<file path="config.mk">
export PLATFORM = sky130hd
export DESIGN_NAME = frame_egress_sequencer
export DESIGN_NICKNAME = d
export VERILOG_FILES = /design/src/rtl/frame_egress_sequencer_pkg.sv /design/src/rtl/frame_egress_sequencer_skid_buf.sv /design/src/rtl/frame_egress_sequencer.sv
export SDC_FILE = /design/constraint.sdc
export NUM_CORES = 1
export LEC_CHECK = 0
export ABC_AREA = 1
export CELL_PAD_IN_SITES_DETAIL_PLACEMENT = 0
export CELL_PAD_IN_SITES_GLOBAL_PLACEMENT = 1
export CORE_MARGIN = 1.5
export CORE_UTILIZATION = 35
export CTS_CLUSTER_DIAMETER = 150
export DETAILED_ROUTE_END_ITERATION = 10
export PLACE_DENSITY = 0.72
export SLEW_MARGIN = 10
export SYNTH_ARGS = -nofsm -noshare
export SYNTH_HDL_FRONTEND = slang
export SYNTH_SLANG_ARGS = --single-unit
</file>
<file path="constraint.sdc">
create_clock -name clk_sys -period 5.9 [get_ports clk_sys]
set_input_delay 0.885 -clock clk_sys [delete_from_list [all_inputs] [get_ports clk_sys]]
set_output_delay 0.885 -clock clk_sys [all_outputs]
set_load 0.1 [all_outputs]
</file>
<file path="src/rtl/frame_egress_sequencer_pkg.sv">
// Shared definitions for the frame egress sequencer.
// Descriptor layout: {rsvd[15], src_onehot[14:11], len[10:0]}.
// The package holds the descriptor field positions, the one-hot state encoding,
// the skid-buffer beat format and a one-hot test helper.
package frame_egress_sequencer_pkg;

  localparam int NPORT         = 4;
  localparam int DESC_RSVD_BIT = 15;
  localparam int DESC_SRC_HI   = 14;
  localparam int DESC_SRC_LO   = 11;
  localparam int DESC_LEN_W    = 11;

  typedef enum logic [3:0] {
    ST_IDLE  = 4'b0001,
    ST_DESC  = 4'b0010,
    ST_XFER  = 4'b0100,
    ST_DRAIN = 4'b1000
  } state_e;

  // One byte of the output stream plus its framing flags.
  typedef struct packed {
    logic       eop;
    logic       sop;
    logic [7:0] data;
  } beat_t;

  function automatic logic is_onehot(input logic [NPORT-1:0] v);
    return $onehot(v);
  endfunction

endpackage

</file>
<file path="src/rtl/frame_egress_sequencer_skid_buf.sv">
// frame_skid_buf: 2-entry valid/ready buffer for {eop, sop, data}.
// A push marks a FIFO pop; the byte itself arrives on din_i one cycle later and
// is either passed straight to the output (buffer empty, downstream ready) or
// written into the buffer. This keeps pop-to-output latency at one cycle.
// Ports:
//   clk_i, rst_i            clock, synchronous active-high reset
//   push_i                  FIFO pop issued this cycle
//   push_sop_i/push_eop_i   framing flags for the byte being popped
//   din_i                   FIFO data, valid the cycle after push_i
//   out_ready_i             downstream accept
//   out_valid_o/out_beat_o  head of the buffer (or bypassed pending byte)
//   occ_o                   entries stored in the buffer
//   pend_o                  a popped byte is in flight (arrives this cycle)
module frame_skid_buf
  import frame_egress_sequencer_pkg::*;
(
  input  logic       clk_i,
  input  logic       rst_i,
  input  logic       push_i,
  input  logic       push_sop_i,
  input  logic       push_eop_i,
  input  logic [7:0] din_i,
  input  logic       out_ready_i,
  output logic       out_valid_o,
  output beat_t      out_beat_o,
  output logic [1:0] occ_o,
  output logic       pend_o
);

  logic            pend_q, pend_sop_q, pend_eop_q;
  beat_t [1:0]     mem_q;
  logic            rd_ptr_q, wr_ptr_q;
  logic [1:0]      cnt_q;
  beat_t           pend_beat, head;
  logic            deq, wr, rd;

  always_comb begin
    pend_beat   = {pend_eop_q, pend_sop_q, din_i};
    head        = (cnt_q != 2'd0) ? mem_q[rd_ptr_q] : pend_beat;
    out_valid_o = (cnt_q != 2'd0) || pend_q;
    out_beat_o  = out_valid_o ? head : '0;
    deq         = out_valid_o && out_ready_i;
    rd          = deq && (cnt_q != 2'd0);
    // The in-flight byte is stored unless it is consumed through the bypass.
    wr          = pend_q && !(deq && (cnt_q == 2'd0));
    occ_o       = cnt_q;
    pend_o      = pend_q;
  end

  always_ff @(posedge clk_i) begin
    if (rst_i) begin
      pend_q     <= 1'b0;
      pend_sop_q <= 1'b0;
      pend_eop_q <= 1'b0;
      mem_q      <= '0;
      rd_ptr_q   <= 1'b0;
      wr_ptr_q   <= 1'b0;
      cnt_q      <= 2'd0;
    end else begin
      pend_q     <= push_i;
      pend_sop_q <= push_sop_i;
      pend_eop_q <= push_eop_i;
      if (wr) begin
        mem_q[wr_ptr_q] <= pend_beat;
        wr_ptr_q        <= ~wr_ptr_q;
      end
      if (rd) rd_ptr_q <= ~rd_ptr_q;
      cnt_q <= cnt_q + {1'b0, wr} - {1'b0, rd};
    end
  end

endmodule

</file>
<file path="src/rtl/frame_egress_sequencer.sv">
// frame_egress_sequencer: pops one descriptor, then exactly that frame's bytes,
// and emits them as a valid/ready byte stream with sop/eop and source tag.
// Frames from disabled or oversize sources are drained (bytes popped, nothing
// emitted); malformed descriptors are dropped without touching the data FIFO.
// Ports:
//   clk_sys, rst_sys                     clock, synchronous active-high reset
//   ptr_sfifo_rd/dout/empty              descriptor FIFO (dout valid after pop)
//   sfifo_rd/dout                        data FIFO (dout valid after pop)
//   cfg_port_en                          per-source forward enable, sampled in DESC
//   frm_valid/ready/data/sop/eop/src     output byte stream
//   stat_drop_cnt                        saturating dropped-frame count
//   desc_err                             sticky malformed-descriptor flag
//   busy                                 not idle
module frame_egress_sequencer
  import frame_egress_sequencer_pkg::*;
#(
  parameter int MAX_LEN = 1518,
  parameter int CNT_W   = 16
) (
  input  logic             clk_sys,
  input  logic             rst_sys,
  output logic             ptr_sfifo_rd,
  input  logic [15:0]      ptr_sfifo_dout,
  input  logic             ptr_sfifo_empty,
  output logic             sfifo_rd,
  input  logic [7:0]       sfifo_dout,
  input  logic [3:0]       cfg_port_en,
  output logic             frm_valid,
  input  logic             frm_ready,
  output logic [7:0]       frm_data,
  output logic             frm_sop,
  output logic             frm_eop,
  output logic [3:0]       frm_src,
  output logic [CNT_W-1:0] stat_drop_cnt,
  output logic             desc_err,
  output logic             busy
);

  localparam logic [DESC_LEN_W:0]   MAX_LEN_V = (DESC_LEN_W+1)'(MAX_LEN);
  localparam logic [DESC_LEN_W-1:0] LEN_ONE   = DESC_LEN_W'(1);
  localparam logic [CNT_W-1:0]      CNT_ONE   = CNT_W'(1);
  localparam logic [CNT_W-1:0]      CNT_MAX   = '1;

  state_e                 state_q;
  logic [DESC_LEN_W-1:0]  len_q, iss_q;
  logic [NPORT-1:0]       src_q;
  logic [CNT_W-1:0]       drop_q;
  logic                   err_q;

  logic                   d_rsvd;
  logic [NPORT-1:0]       d_src;
  logic [DESC_LEN_W-1:0]  d_len;
  logic                   issue_ok, room, push, push_sop, push_eop, last_iss;
  logic                   sb_valid, sb_pend;
  logic [1:0]             sb_occ;
  beat_t                  sb_beat;

  always_comb begin
    d_rsvd   = ptr_sfifo_dout[DESC_RSVD_BIT];
    d_src    = ptr_sfifo_dout[DESC_SRC_HI:DESC_SRC_LO];
    d_len    = ptr_sfifo_dout[DESC_LEN_W-1:0];
    issue_ok = iss_q < len_q;
    last_iss = iss_q == (len_q - LEN_ONE);
    // Credit: stored bytes plus the one in flight may not exceed the 2 entries.
    room     = (sb_occ + {1'b0, sb_pend}) < 2'd2;
    // FIFO pops are decoded from state so a pop's data lands in the next cycle,
    // which is exactly when DESC and the skid buffer consume it.
    ptr_sfifo_rd = (state_q == ST_IDLE) && !ptr_sfifo_empty;
    sfifo_rd     = issue_ok && ((state_q == ST_DRAIN) || ((state_q == ST_XFER) && room));
    push         = (state_q == ST_XFER) && sfifo_rd;
    push_sop     = iss_q == '0;
    push_eop     = last_iss;
    frm_valid    = sb_valid;
    frm_data     = sb_beat.data;
    frm_sop      = sb_beat.sop;
    frm_eop      = sb_beat.eop;
    frm_src      = src_q;
    stat_drop_cnt = drop_q;
    desc_err     = err_q;
    busy         = state_q != ST_IDLE;
  end

  always_ff @(posedge clk_sys) begin
    if (rst_sys) begin
      state_q <= ST_IDLE;
      len_q   <= '0;
      iss_q   <= '0;
      src_q   <= '0;
      drop_q  <= '0;
      err_q   <= 1'b0;
    end else begin
      case (state_q)
        ST_IDLE: if (!ptr_sfifo_empty) state_q <= ST_DESC;
        ST_DESC: begin
          len_q <= d_len;
          src_q <= d_src;
          iss_q <= '0;
          if (d_rsvd || !is_onehot(d_src) || (d_len == '0)) begin
            err_q <= 1'b1;
            if (drop_q != CNT_MAX) drop_q <= drop_q + CNT_ONE;
            state_q <= ST_IDLE;
          end else if (({1'b0, d_len} > MAX_LEN_V) || ((d_src & cfg_port_en) == '0)) begin
            if (drop_q != CNT_MAX) drop_q <= drop_q + CNT_ONE;
            state_q <= ST_DRAIN;
          end else begin
            state_q <= ST_XFER;
          end
        end
        ST_DRAIN: if (sfifo_rd) begin
          iss_q <= iss_q + LEN_ONE;
          if (last_iss) state_q <= ST_IDLE;
        end
        ST_XFER: begin
          if (sfifo_rd) iss_q <= iss_q + LEN_ONE;
          if (frm_valid && frm_ready && frm_eop) state_q <= ST_IDLE;
        end
        default: state_q <= ST_IDLE;
      endcase
    end
  end

  frame_skid_buf u_skid (
    .clk_i       (clk_sys),
    .rst_i       (rst_sys),
    .push_i      (push),
    .push_sop_i  (push_sop),
    .push_eop_i  (push_eop),
    .din_i       (sfifo_dout),
    .out_ready_i (frm_ready),
    .out_valid_o (sb_valid),
    .out_beat_o  (sb_beat),
    .occ_o       (sb_occ),
    .pend_o      (sb_pend)
  );

endmodule

</file>
==> results.md <==
- Switching portion of total power: 31.0%
- Sink Count: between 70 and 80
- Multi-input gate area: 2370 um2
- Worst reg2reg path startpoint: u_skid.occ_o[1]
- DRT antenna net count: 0
- Final min period: 3920 ps
- First-pass GRT wire length: 19,200 um
- Final antenna diode count: 0
- Total GRT Usage: a little under a fifth
- Crit path required time: about 5000 ps
- Max-slew headroom: 32.2%
- Status: completed
- Die W: 113 um
- # setup viols final: 0
- Vias per inst: 5.03
- EDFF count, synth: 0
- Ys Warns: 0
- Pins Over Slew Limit: 0
- Initial antenna violation count: 0
- FF+latch count, synth: 74
- Setup crit end: sfifo_rd
- CTS max path bufs: 2
- Fin area: 5320 um2
- RSZ-0062 raised after global routing: no
- Final period utilization: 66.4%
- Sw power: 430 uW
- Sequential share of the synthesized area: 34.7%
- Nature of the critical path endpoint: output pin
- Top FF cell, synth: dfxtp_1
- Part of the power in the clock network: ~41%
- Port Buffers: 66
- Internal: 956 uW
- Startpoint Class: flop
- WL final: 11,500 um
- Setup Buffers After CTS: 0
- Leading cell type in the layout, fill and taps excluded: nand2_1
- DR DRC count: 0
- Slew @ Worst Pin: between 1000 and 1500 ps
- Initial DRC count: around 240
- Post-cts sizing count: 0
- Drt pass-1 iters: 5
- Largest net degree at the start of global routing: 31
- CP Launch Point: iss_q[6]
- TNS Setup: 0 ps
- Syn Inst Count: 629
- Pleak: about 2.2 nW
- Grt ovf: 0
- Root Driver: clkbuf_16
- Register-to-register setup slack: around 3300 ps
- Vias post-DR: 4,218
- Global placement routability congestion: 0.806
- Clock Skew: 7.48 ps
- Clock-pin slew on the worst setup and hold paths: 60 ps
- Die Y-Extent: between 100 and 150 um
- Storage element area: 1480 um2
- Area Overhead vs Synth: 24.9%
- CTS Buf Count: 9
- Commonest non-fill, non-tap cells in the layout: 128 x nand2_1, 80 x inv_1, 74 x dfxtp_1
- NumNets Final: between 700 and 800
- Final hold violations: 0
- Peak VDD IR: approximately 0.00019 V
- Syn Area/Cell: 6.78 um2
- Logic pwr share: a little over a fifth
- CTS tree: built
- Initial Utilization: 35.6%
- R2r endpoint: u_skid.mem_q[13]
- Reg2Reg Depth: 7
- Max cap viols: 0
- Rows: 40
- Post-synth net total: between 600 and 700
- Drt wl/cell: between 10 and 15 um
- Share of cells above drive strength 1: a little over 5%
- Hold Crit Class: reg -> reg
- Synth cell types: 37
- Hold Buf Count CTS: 0
- Area post-placement: between 5000 and 6000 um2
- Die ar.: around 13,000 um2
- Top Ports: 67
- H-tree level count: 3
- Netlist Area Pre-Place: about 4300 um2
- Crit path kind: reg -> out
- Dpl hpwl: 8340 um
- Core box area: 12,000 um2
- Async SR Flop Fraction: 0%
- Pre-CTS setup slack: 2240 ps
- Vias in the first global route: ~3,900
- Post-route setup slack: 1980 ps
- Peak fanout along the critical path: 10
- Fmax: around 260 MHz
- Register share of total power: 38.2%
- PD cells: 260 nW/um2
- FILL cells: 1,221
- Skew-Pair Late Insertion Delay: 340 ps
- Critical path arrival: 3030 ps
## how the worst min path moves through the flow
stage / slack [ps] / depth (start not counted) / end / start
2_1_floorplan: 420 / 1 / u_skid.occ_o[1] / u_skid.occ_o[1]
3_3_place_gp: 440 / 2 / u_skid.mem_q[14] / u_skid.mem_q[14]
3_5_place_dp: 450 / 2 / u_skid.mem_q[12] / u_skid.mem_q[12]
4_1_cts: 450 / 2 / u_skid.mem_q[12] / u_skid.mem_q[12]
5_1_grt: 470 / 1 / u_skid.occ_o[1] / u_skid.occ_o[1]
6_report: 450 / 2 / u_skid.mem_q[12] / u_skid.mem_q[12]
## stage by stage
step	hold slack (ps)	power [mW]	util, %	instances
detailed placement	445	0.835	42.0	823
global route	465	1.46	44.5	839
CTS	454	1.41	44.5	839
floorplan	422	0.752	-	629
finish	448	1.39	44.5	839
global placement	438	0.832	42.0	823
## critical path: stages (launching register included)
cell and delay, ps:
dfxtp_1 540, ha_1 330, a21oi_1 140, o21ai_0 90, nand2_1 60, nand3_1 80, inv_1 80, nand2_2 100
inv_1 120, clkdlybuf4s50_1 1140
## power groups by stage
stage	sequential (mW)	clock (mW)	combinational, mW
floorplan	0.553	0	0.200
global placement	0.539	0	0.293
detailed placement	0.539	0	0.296
CTS	0.528	0.580	0.297
global route	0.530	0.598	0.329
finish	0.529	0.561	0.296
## sequential cells by signal (all words and copies together) (netlist names)
name,flops
frm_src,4
state_q,4
iss_q,11
u_skid.pend_o,1
u_skid.pend_eop_q,1
u_skid.mem_q,20
u_skid.pend_sop_q,1
desc_err,1
u_skid.wr_ptr_q,1
u_skid.rd_ptr_q,1
stat_drop_cnt,16
u_skid.occ_o,2
len_q,11
## synth_stat cells (4+ instances only)
library cell  count  area share (%)
nand3b_1          4            0.70
xor2_1           11             2.3
o21ai_0          64             7.5
clkbuf_1         15             1.3
a21oi_2           7             1.4
xnor2_1           5             1.0
nor3_1           11             1.3
inv_1            80             7.0
buf_2             4            0.47
o21ai_1           4            0.47
nand2_1         128              11
ha_1             19             5.6
nor2_1           55             4.8
nor4_1            4            0.59
dfxtp_1          74              35
a21oi_1          58             6.8
nand4_1          11             1.6
nand3_1          52             6.1
## logic make-up after synthesis
family / synth area share, %
and+or+nand+nor: 29.2
adders and majority gates: 6.04
xor gates and xnor gates: 3.29
AOI/OAI and AO/OA: 16.9
DFF: 34.7
buffers and inverters: 9.77
## cell type report
type | instances | share of cell area [%]
multi-input combinational | 451 | 44.4
sequential | 74 | 27.8
timing repair buffer | 69 | 12.8
inverter | 82 | 5.83
clock buffer | 14 | 4.96
tap | 147 | 3.45
clock inverter | 2 | 0.658
## layer usage
layer | up-vias | track usage (%) | share of wire [%]
met5 | - | 0 | 0
met2 | 106 | 29.1 | 45
met1 | 1920 | 25.7 | 49
met4 | 0 | 7.00 | 1.1
li1 | 2186 | - | -
met3 | 6 | 4.41 | 5.3
Note: power is estimated with default switching activity, not from simulation.
